===== config.mk =====
export PLATFORM = sky130hd
export DESIGN_NAME = tx_sequencer_flat
export DESIGN_NICKNAME = d
export VERILOG_FILES = /design/src/rtl/tx_sequencer_pkg.sv /design/src/rtl/tx_sequencer_if.sv /design/src/rtl/tx_sequencer_rise_detect.sv /design/src/rtl/tx_sequencer.sv /design/src/flat_wrapper.sv
export SDC_FILE = /design/constraint.sdc
export NUM_CORES = 1
export LEC_CHECK = 0
export ABC_AREA = 1
export ABC_CLOCK_PERIOD_IN_PS = 2100
export CAP_MARGIN = 20
export CORE_ASPECT_RATIO = 0.8
export CORE_UTILIZATION = 39
export DETAILED_ROUTE_END_ITERATION = 10
export PLACE_DENSITY = 0.7
export SKIP_CTS_REPAIR_TIMING = 1
export SYNTH_ARGS = -nofsm -noshare
export SYNTH_HDL_FRONTEND = slang
export SYNTH_SLANG_ARGS = --single-unit

===== constraint.sdc =====
create_clock -name clk -period 2.1 [get_ports clk]
set_input_delay 0.42 -clock clk [delete_from_list [all_inputs] [get_ports clk]]
set_output_delay 0.42 -clock clk [all_outputs]
set_load 0.05 [all_outputs]

===== src/rtl/tx_sequencer_pkg.sv =====
// tx_sequencer shared definitions.
// State encoding and default timing constants.
package tx_sequencer_pkg;

   localparam logic [2:0] ST_IDLE  = 3'd0;
   localparam logic [2:0] ST_WAKE  = 3'd1;
   localparam logic [2:0] ST_LOAD  = 3'd2;
   localparam logic [2:0] ST_RUN   = 3'd3;
   localparam logic [2:0] ST_DONE  = 3'd4;
   localparam logic [2:0] ST_ERROR = 3'd5;

   typedef enum logic [2:0] {
      IDLE  = ST_IDLE,
      WAKE  = ST_WAKE,
      LOAD  = ST_LOAD,
      RUN   = ST_RUN,
      DONE  = ST_DONE,
      ERROR = ST_ERROR
   } state_e;

   localparam int DEF_WAKE_CYCLES    = 4;
   localparam int DEF_TIMEOUT_CYCLES = 1024;

endpackage


===== src/rtl/tx_sequencer_if.sv =====
// Start/done handshake and serializer control bundle.
// master = sequencer side, slave = SPI/serializer side.
interface tx_sequencer_if #(
   parameter int PAYLOAD_W = 32
);
   logic                 start_sync;
   logic                 mode_sync;
   logic [PAYLOAD_W-1:0] payload_in;
   logic                 ser_done_tick;
   logic                 err_clr;
   logic                 pwr_en;
   logic                 crc_load;
   logic                 ser_enable;
   logic                 ser_mode;
   logic [PAYLOAD_W-1:0] payload_out;
   logic                 done_level;
   logic                 busy;
   logic                 timeout_err;

   modport master (
      input  start_sync, mode_sync, payload_in,
      input  ser_done_tick, err_clr,
      output pwr_en, crc_load, ser_enable, ser_mode,
      output payload_out, done_level, busy, timeout_err
   );

   modport slave (
      output start_sync, mode_sync, payload_in,
      output ser_done_tick, err_clr,
      input  pwr_en, crc_load, ser_enable, ser_mode,
      input  payload_out, done_level, busy, timeout_err
   );
endinterface


===== src/rtl/tx_sequencer_rise_detect.sv =====
// Registered rising-edge detector for a synchronized level.
// History resets high so a level already set at reset release is no edge.
module rise_detect (
   input  logic clk,
   input  logic rst_n,
   input  logic d,
   output logic rise
);
   logic prev_q;
   logic prev_d;

   always_comb prev_d = d;

   always_ff @(posedge clk or negedge rst_n) begin
      if (!rst_n) prev_q <= 1'b1;
      else        prev_q <= prev_d;
   end

   assign rise = d & ~prev_q;
endmodule


===== src/rtl/tx_sequencer.sv =====
// Transmit-path sequencer: power-up, CRC load, serializer run, done.
// Moore FSM; every output is a flop decoded from the next state.
module tx_sequencer
   import tx_sequencer_pkg::*;
#(
   parameter int PAYLOAD_W      = 32,
   parameter int WAKE_CYCLES    = DEF_WAKE_CYCLES,
   parameter int TIMEOUT_CYCLES = DEF_TIMEOUT_CYCLES,
   parameter int CNT_W          = 11
) (
   input  logic            clk,
   input  logic            resetn,
   tx_sequencer_if.master  bus
);
   localparam logic [CNT_W-1:0] WAKE_LAST = CNT_W'(WAKE_CYCLES - 1);
   localparam logic [CNT_W-1:0] TO_LAST   = CNT_W'(TIMEOUT_CYCLES - 1);

   state_e               state_q, state_d;
   logic [CNT_W-1:0]     cnt_q, cnt_d;
   logic [PAYLOAD_W-1:0] payload_q, payload_d;
   logic                 ser_mode_q, ser_mode_d;
   logic                 pwr_en_q, pwr_en_d;
   logic                 crc_load_q, crc_load_d;
   logic                 ser_enable_q, ser_enable_d;
   logic                 done_level_q, done_level_d;
   logic                 busy_q, busy_d;
   logic                 timeout_err_q, timeout_err_d;
   logic                 start_rise;

   rise_detect u_start_rise (
      .clk   (clk),
      .rst_n (resetn),
      .d     (bus.start_sync),
      .rise  (start_rise)
   );

   always_comb begin
      state_d    = state_q;
      cnt_d      = cnt_q;
      payload_d  = payload_q;
      ser_mode_d = ser_mode_q;
      case (state_q)
         IDLE: begin
            if (start_rise) begin
               state_d = WAKE;
               cnt_d   = '0;
            end
         end
         WAKE: begin
            if (cnt_q == WAKE_LAST) begin
               state_d = LOAD;
               cnt_d   = '0;
            end else begin
               cnt_d = cnt_q + CNT_W'(1);
            end
         end
         LOAD: begin
            state_d    = RUN;
            cnt_d      = '0;
            payload_d  = bus.payload_in;
            ser_mode_d = bus.mode_sync;
         end
         // done has priority over a coinciding timeout
         RUN: begin
            if (bus.ser_done_tick)     state_d = DONE;
            else if (cnt_q == TO_LAST) state_d = ERROR;
            else                       cnt_d = cnt_q + CNT_W'(1);
         end
         DONE: begin
            if (!bus.start_sync) state_d = IDLE;
         end
         ERROR: begin
            if (bus.err_clr && !bus.start_sync) state_d = IDLE;
         end
         default: state_d = IDLE;
      endcase
   end

   always_comb begin
      pwr_en_d      = (state_d == WAKE) || (state_d == LOAD) ||
                      (state_d == RUN);
      crc_load_d    = (state_d == LOAD);
      ser_enable_d  = (state_d == RUN);
      done_level_d  = (state_d == DONE) || (state_d == ERROR);
      busy_d        = (state_d != IDLE);
      timeout_err_d = (state_d == ERROR);
   end

   always_ff @(posedge clk or negedge resetn) begin
      if (!resetn) begin
         state_q       <= IDLE;
         cnt_q         <= '0;
         payload_q     <= '0;
         ser_mode_q    <= 1'b0;
         pwr_en_q      <= 1'b0;
         crc_load_q    <= 1'b0;
         ser_enable_q  <= 1'b0;
         done_level_q  <= 1'b0;
         busy_q        <= 1'b0;
         timeout_err_q <= 1'b0;
      end else begin
         state_q       <= state_d;
         cnt_q         <= cnt_d;
         payload_q     <= payload_d;
         ser_mode_q    <= ser_mode_d;
         pwr_en_q      <= pwr_en_d;
         crc_load_q    <= crc_load_d;
         ser_enable_q  <= ser_enable_d;
         done_level_q  <= done_level_d;
         busy_q        <= busy_d;
         timeout_err_q <= timeout_err_d;
      end
   end

   assign bus.pwr_en      = pwr_en_q;
   assign bus.crc_load    = crc_load_q;
   assign bus.ser_enable  = ser_enable_q;
   assign bus.ser_mode    = ser_mode_q;
   assign bus.payload_out = payload_q;
   assign bus.done_level  = done_level_q;
   assign bus.busy        = busy_q;
   assign bus.timeout_err = timeout_err_q;
endmodule


===== src/flat_wrapper.sv =====
// flat-port wrapper written by rule: the top's interface ports become plain ports
module tx_sequencer_flat import tx_sequencer_pkg::*;
#(
   parameter int PAYLOAD_W      = 32,
   parameter int WAKE_CYCLES    = DEF_WAKE_CYCLES,
   parameter int TIMEOUT_CYCLES = DEF_TIMEOUT_CYCLES,
   parameter int CNT_W          = 11
)
  (clk, resetn, bus_start_sync, bus_mode_sync, bus_payload_in, bus_ser_done_tick, bus_err_clr, bus_pwr_en, bus_crc_load, bus_ser_enable, bus_ser_mode, bus_payload_out, bus_done_level, bus_busy, bus_timeout_err);
  tx_sequencer_if #(.PAYLOAD_W(PAYLOAD_W)) bus_i ();
  input  logic clk;
  input  logic resetn;
  input wire logic [$bits(bus_i.start_sync)-1:0] bus_start_sync;
  input wire logic [$bits(bus_i.mode_sync)-1:0] bus_mode_sync;
  input wire logic [$bits(bus_i.payload_in)-1:0] bus_payload_in;
  input wire logic [$bits(bus_i.ser_done_tick)-1:0] bus_ser_done_tick;
  input wire logic [$bits(bus_i.err_clr)-1:0] bus_err_clr;
  output wire logic [$bits(bus_i.pwr_en)-1:0] bus_pwr_en;
  output wire logic [$bits(bus_i.crc_load)-1:0] bus_crc_load;
  output wire logic [$bits(bus_i.ser_enable)-1:0] bus_ser_enable;
  output wire logic [$bits(bus_i.ser_mode)-1:0] bus_ser_mode;
  output wire logic [$bits(bus_i.payload_out)-1:0] bus_payload_out;
  output wire logic [$bits(bus_i.done_level)-1:0] bus_done_level;
  output wire logic [$bits(bus_i.busy)-1:0] bus_busy;
  output wire logic [$bits(bus_i.timeout_err)-1:0] bus_timeout_err;
  assign bus_i.start_sync = bus_start_sync;
  assign bus_i.mode_sync = bus_mode_sync;
  assign bus_i.payload_in = bus_payload_in;
  assign bus_i.ser_done_tick = bus_ser_done_tick;
  assign bus_i.err_clr = bus_err_clr;
  assign bus_pwr_en = bus_i.pwr_en;
  assign bus_crc_load = bus_i.crc_load;
  assign bus_ser_enable = bus_i.ser_enable;
  assign bus_ser_mode = bus_i.ser_mode;
  assign bus_payload_out = bus_i.payload_out;
  assign bus_done_level = bus_i.done_level;
  assign bus_busy = bus_i.busy;
  assign bus_timeout_err = bus_i.timeout_err;
  tx_sequencer #(.PAYLOAD_W(PAYLOAD_W), .WAKE_CYCLES(WAKE_CYCLES), .TIMEOUT_CYCLES(TIMEOUT_CYCLES), .CNT_W(CNT_W)) u_core (.clk(clk), .resetn(resetn), .bus(bus_i));
endmodule

==> flow_summary.toml <==
[status]
status = "complete, no violations"

[power_and_ir_drop]
leakagePower_uw = 0.00174
ir_drop_mv = 0.845
p_per_area_mw_per_mm2 = 1560

[yosys]
synth.top_cells.by_count = "159 x nand2_1, 53 x dfrtp_1, 23 x nor2_1"
async_flop_share = 1.00
synth.avg_cell_area_um2 = 8.03
synth_area_mm2 = 0.00263
synth.most_common_cell = "nand2_1"
synth_top_area_frac = 0.504
ys.warnings.count = 0
syn-num-nets = 367
post_synth_main_area_contributors = "dfrtp_1 50%, nand2_1 23%, nand3_1 3.4%, nor2_1 3.3%, inv_1 2.6%"
synthCells = 328
yosysSeqAreaShare = 0.514
ys_types = 33
ys.flop_type = "dfrtp_1"
synth_edf_count = 0
yosysTopAreaCell = "dfrtp_1"
ys_ff_latch = 54

[layout]
multi_input_area_mm2 = 0.00110
drive_above_1_share = 0.110
register_area_mm2 = 0.00135
syn_to_final_growth_pct = 35.8
fin_nets = 447
utilization = 0.555
diodes = 0
fillers = 578

[timing]
max_freq_mhz = 518
finClkSkew_ns = 0.00789
rsz0062_at_grt = "false"
finalCriticalPeriod_ns = 1.93
timing.final.crit_share = 0.919
slew-limit-headroom = 0.633
worst_slew_pin_slew_ns = 0.551
finalSetupViolCount = 0
hold_viol = 0
drv_slew = 0
final.setup.tns_ns = 0

[global_routing]
grt_pass1_wl_um = 9540
grt_usage = 0.176
grt_pass1_vias = 2062
overflow = 0
grt_max_degree = 26
antenna_found_initial = 0

[place]
gp_congestion = 0.827
dpl.hpwl_um = 4370
port_buffers = 76

[detailed_routing]
drtIter0Drc = 125
ant_nets = 0
drt_first_pass_iters = 4
met3_wirelength_um = 381
avgRoutedWirePerCell_um = 11.9
wirelength_um = 5860
vias_per_cell = 4.61
via_count = 2271
dr.max_layer_used = "met4"
wl_met2_um = 2600
wl_met1_um = 2830
drt_drc_violations_left = 0

[floorplanning]
die_h_um = 75.5
die-area_mm2 = 0.00709
start_util = 0.409
rows = 26
io_pins = 77
dieWidth_um = 93.9
core_mm2 = 0.00644

[clock_tree]
clock_path_buffers = 2
tritoncts = "done"
cts_buffers = 5
clock_latency_ns = 0.31
cts_root_buffer = "clkbuf_8"
clock_sinks = 54
path_clk_slew_ns = 0.10
cts-htree-levels = 2

[min_path]
hp-class = "input pin to async pin"

[worst_setup_path]
ff2ff_setup_slack_ns = 0.40
path_max_fanout = 2
cp_slowest_stage_delay_ns = 0.82
critPathBufInv = 1
end_kind = "output port"
cp_data_arrival_time_ns = 1.51
rr_startpoint = "u_core.cnt_q[0]$_DFFE_PN0P_"
critPathRequiredTime_ns = 1.68
path_cells = "clkdlybuf4s50_1"
path_class = "flop to output port"
cp-start-kind = "flop"
crit_family = "buffers and inverters"
critPathSlowestCell = "clkdlybuf4s50_1"
rr_worst_depth = 10
r2r_end = "u_core.cnt_q[10]$_DFFE_PN0P_"

[flow_run]
cap_violations = 0
==> cells by family (layout without fill, tap and decap cells) <==
family | count (synthesis) | count (layout) | synth area share
simple gates | 222 | 222 | 0.367
xor+xnor | 3 | 3 | 0.00998
buf+inv | 35 | 116 | 0.0670
flops | 54 | 54 | 0.514
compound gates | 13 | 13 | 0.0375
fa+ha+maj | 1 | 1 | 0.00475
==> area by class of cell <==
type | count | share of cell area
Sequential cell | 54 | 0.378
Multi-Input combinational cell | 239 | 0.309
Timing Repair Buffer | 85 | 0.230
Tap cell | 84 | 0.0294
Inverter | 23 | 0.0255
Clock buffer | 6 | 0.0231
Clock inverter | 2 | 0.00455
==> routing by layer <==
layer | vias up | GRT usage
met1 | 1039 | 0.251
met5 | - | 0
met4 | 0 | 0.0479
li1 | 1169 | -
met3 | 4 | 0.0549
met2 | 59 | 0.260
==> worst max-delay path by stage <==
stage / startpoint / to / slack, ns / cells after the start
after floorplan: u_core.cnt_q[0]$_DFFE_PN0P_ / u_core.cnt_q[4]$_DFFE_PN0P_ / 0.54 / 11
after global placement: bus_start_sync / u_core.cnt_q[2]$_DFFE_PN0P_ / 0.40 / 7
after detailed placement: bus_start_sync / u_core.cnt_q[3]$_DFFE_PN0P_ / 0.36 / 7
after CTS: u_core.bus.payload_out[5]$_DFFE_PN0P_ / bus_payload_out[5] / 0.14 / 1
after global routing: u_core.bus.payload_out[5]$_DFFE_PN0P_ / bus_payload_out[5] / 0.12 / 1
final: u_core.bus.payload_out[5]$_DFFE_PN0P_ / bus_payload_out[5] / 0.17 / 1
==> stage by stage <==
stage | instances | hold slack [ns] | area (um^2) | setup slack, ns | total power (uW)
floorplan | 328 | 0.124 | 2630 | 0.539 | 3970
global placement | 485 | 0.446 | 3480 | 0.398 | 4960
detailed placement | 485 | 0.454 | 3480 | 0.360 | 5010
CTS | 493 | 0.104 | 3580 | 0.142 | 5650
global route | 493 | 0.124 | 3580 | 0.118 | 5940
finish | 493 | 0.0869 | 3580 | 0.170 | 5590
==> layout by cell type (no fill, tap or decap), types with 2 or more instances in the layout <==
master,instances
o21ai_2,3
o211ai_1,3
inv_6,2
nor2_1,23
nor2_4,2
inv_2,4
xor2_1,2
nand2_1,159
buf_4,9
nand2_2,7
nand3_1,18
a21oi_1,2
nand4_1,2
nand3b_1,2
inv_1,18
o21ai_0,2
clkbuf_8,6
dfrtp_1,53
nor2_2,2
clkdlybuf4s50_1,75
==> flip-flops by register name, indices dropped and copies added, names as in the netlist <==
register                    cells
u_core.bus.busy                 1
u_core.bus.crc_load             1
u_core.bus.done_level           1
u_core.bus.payload_out         32
u_core.bus.pwr_en               1
u_core.bus.ser_enable           1
u_core.bus.ser_mode             1
u_core.bus.timeout_err          1
u_core.cnt_q                   11
u_core.state_q                  3
u_core.u_start_rise.prev_q      1
==> power by group <==
group	internal, uW	switching (uW)	leakage (uW)
combinational	1040	2210	0.00102
clock	272	342	0.0000478
sequential	1450	272	0.000676
Power figures use the tool's default switching activity.
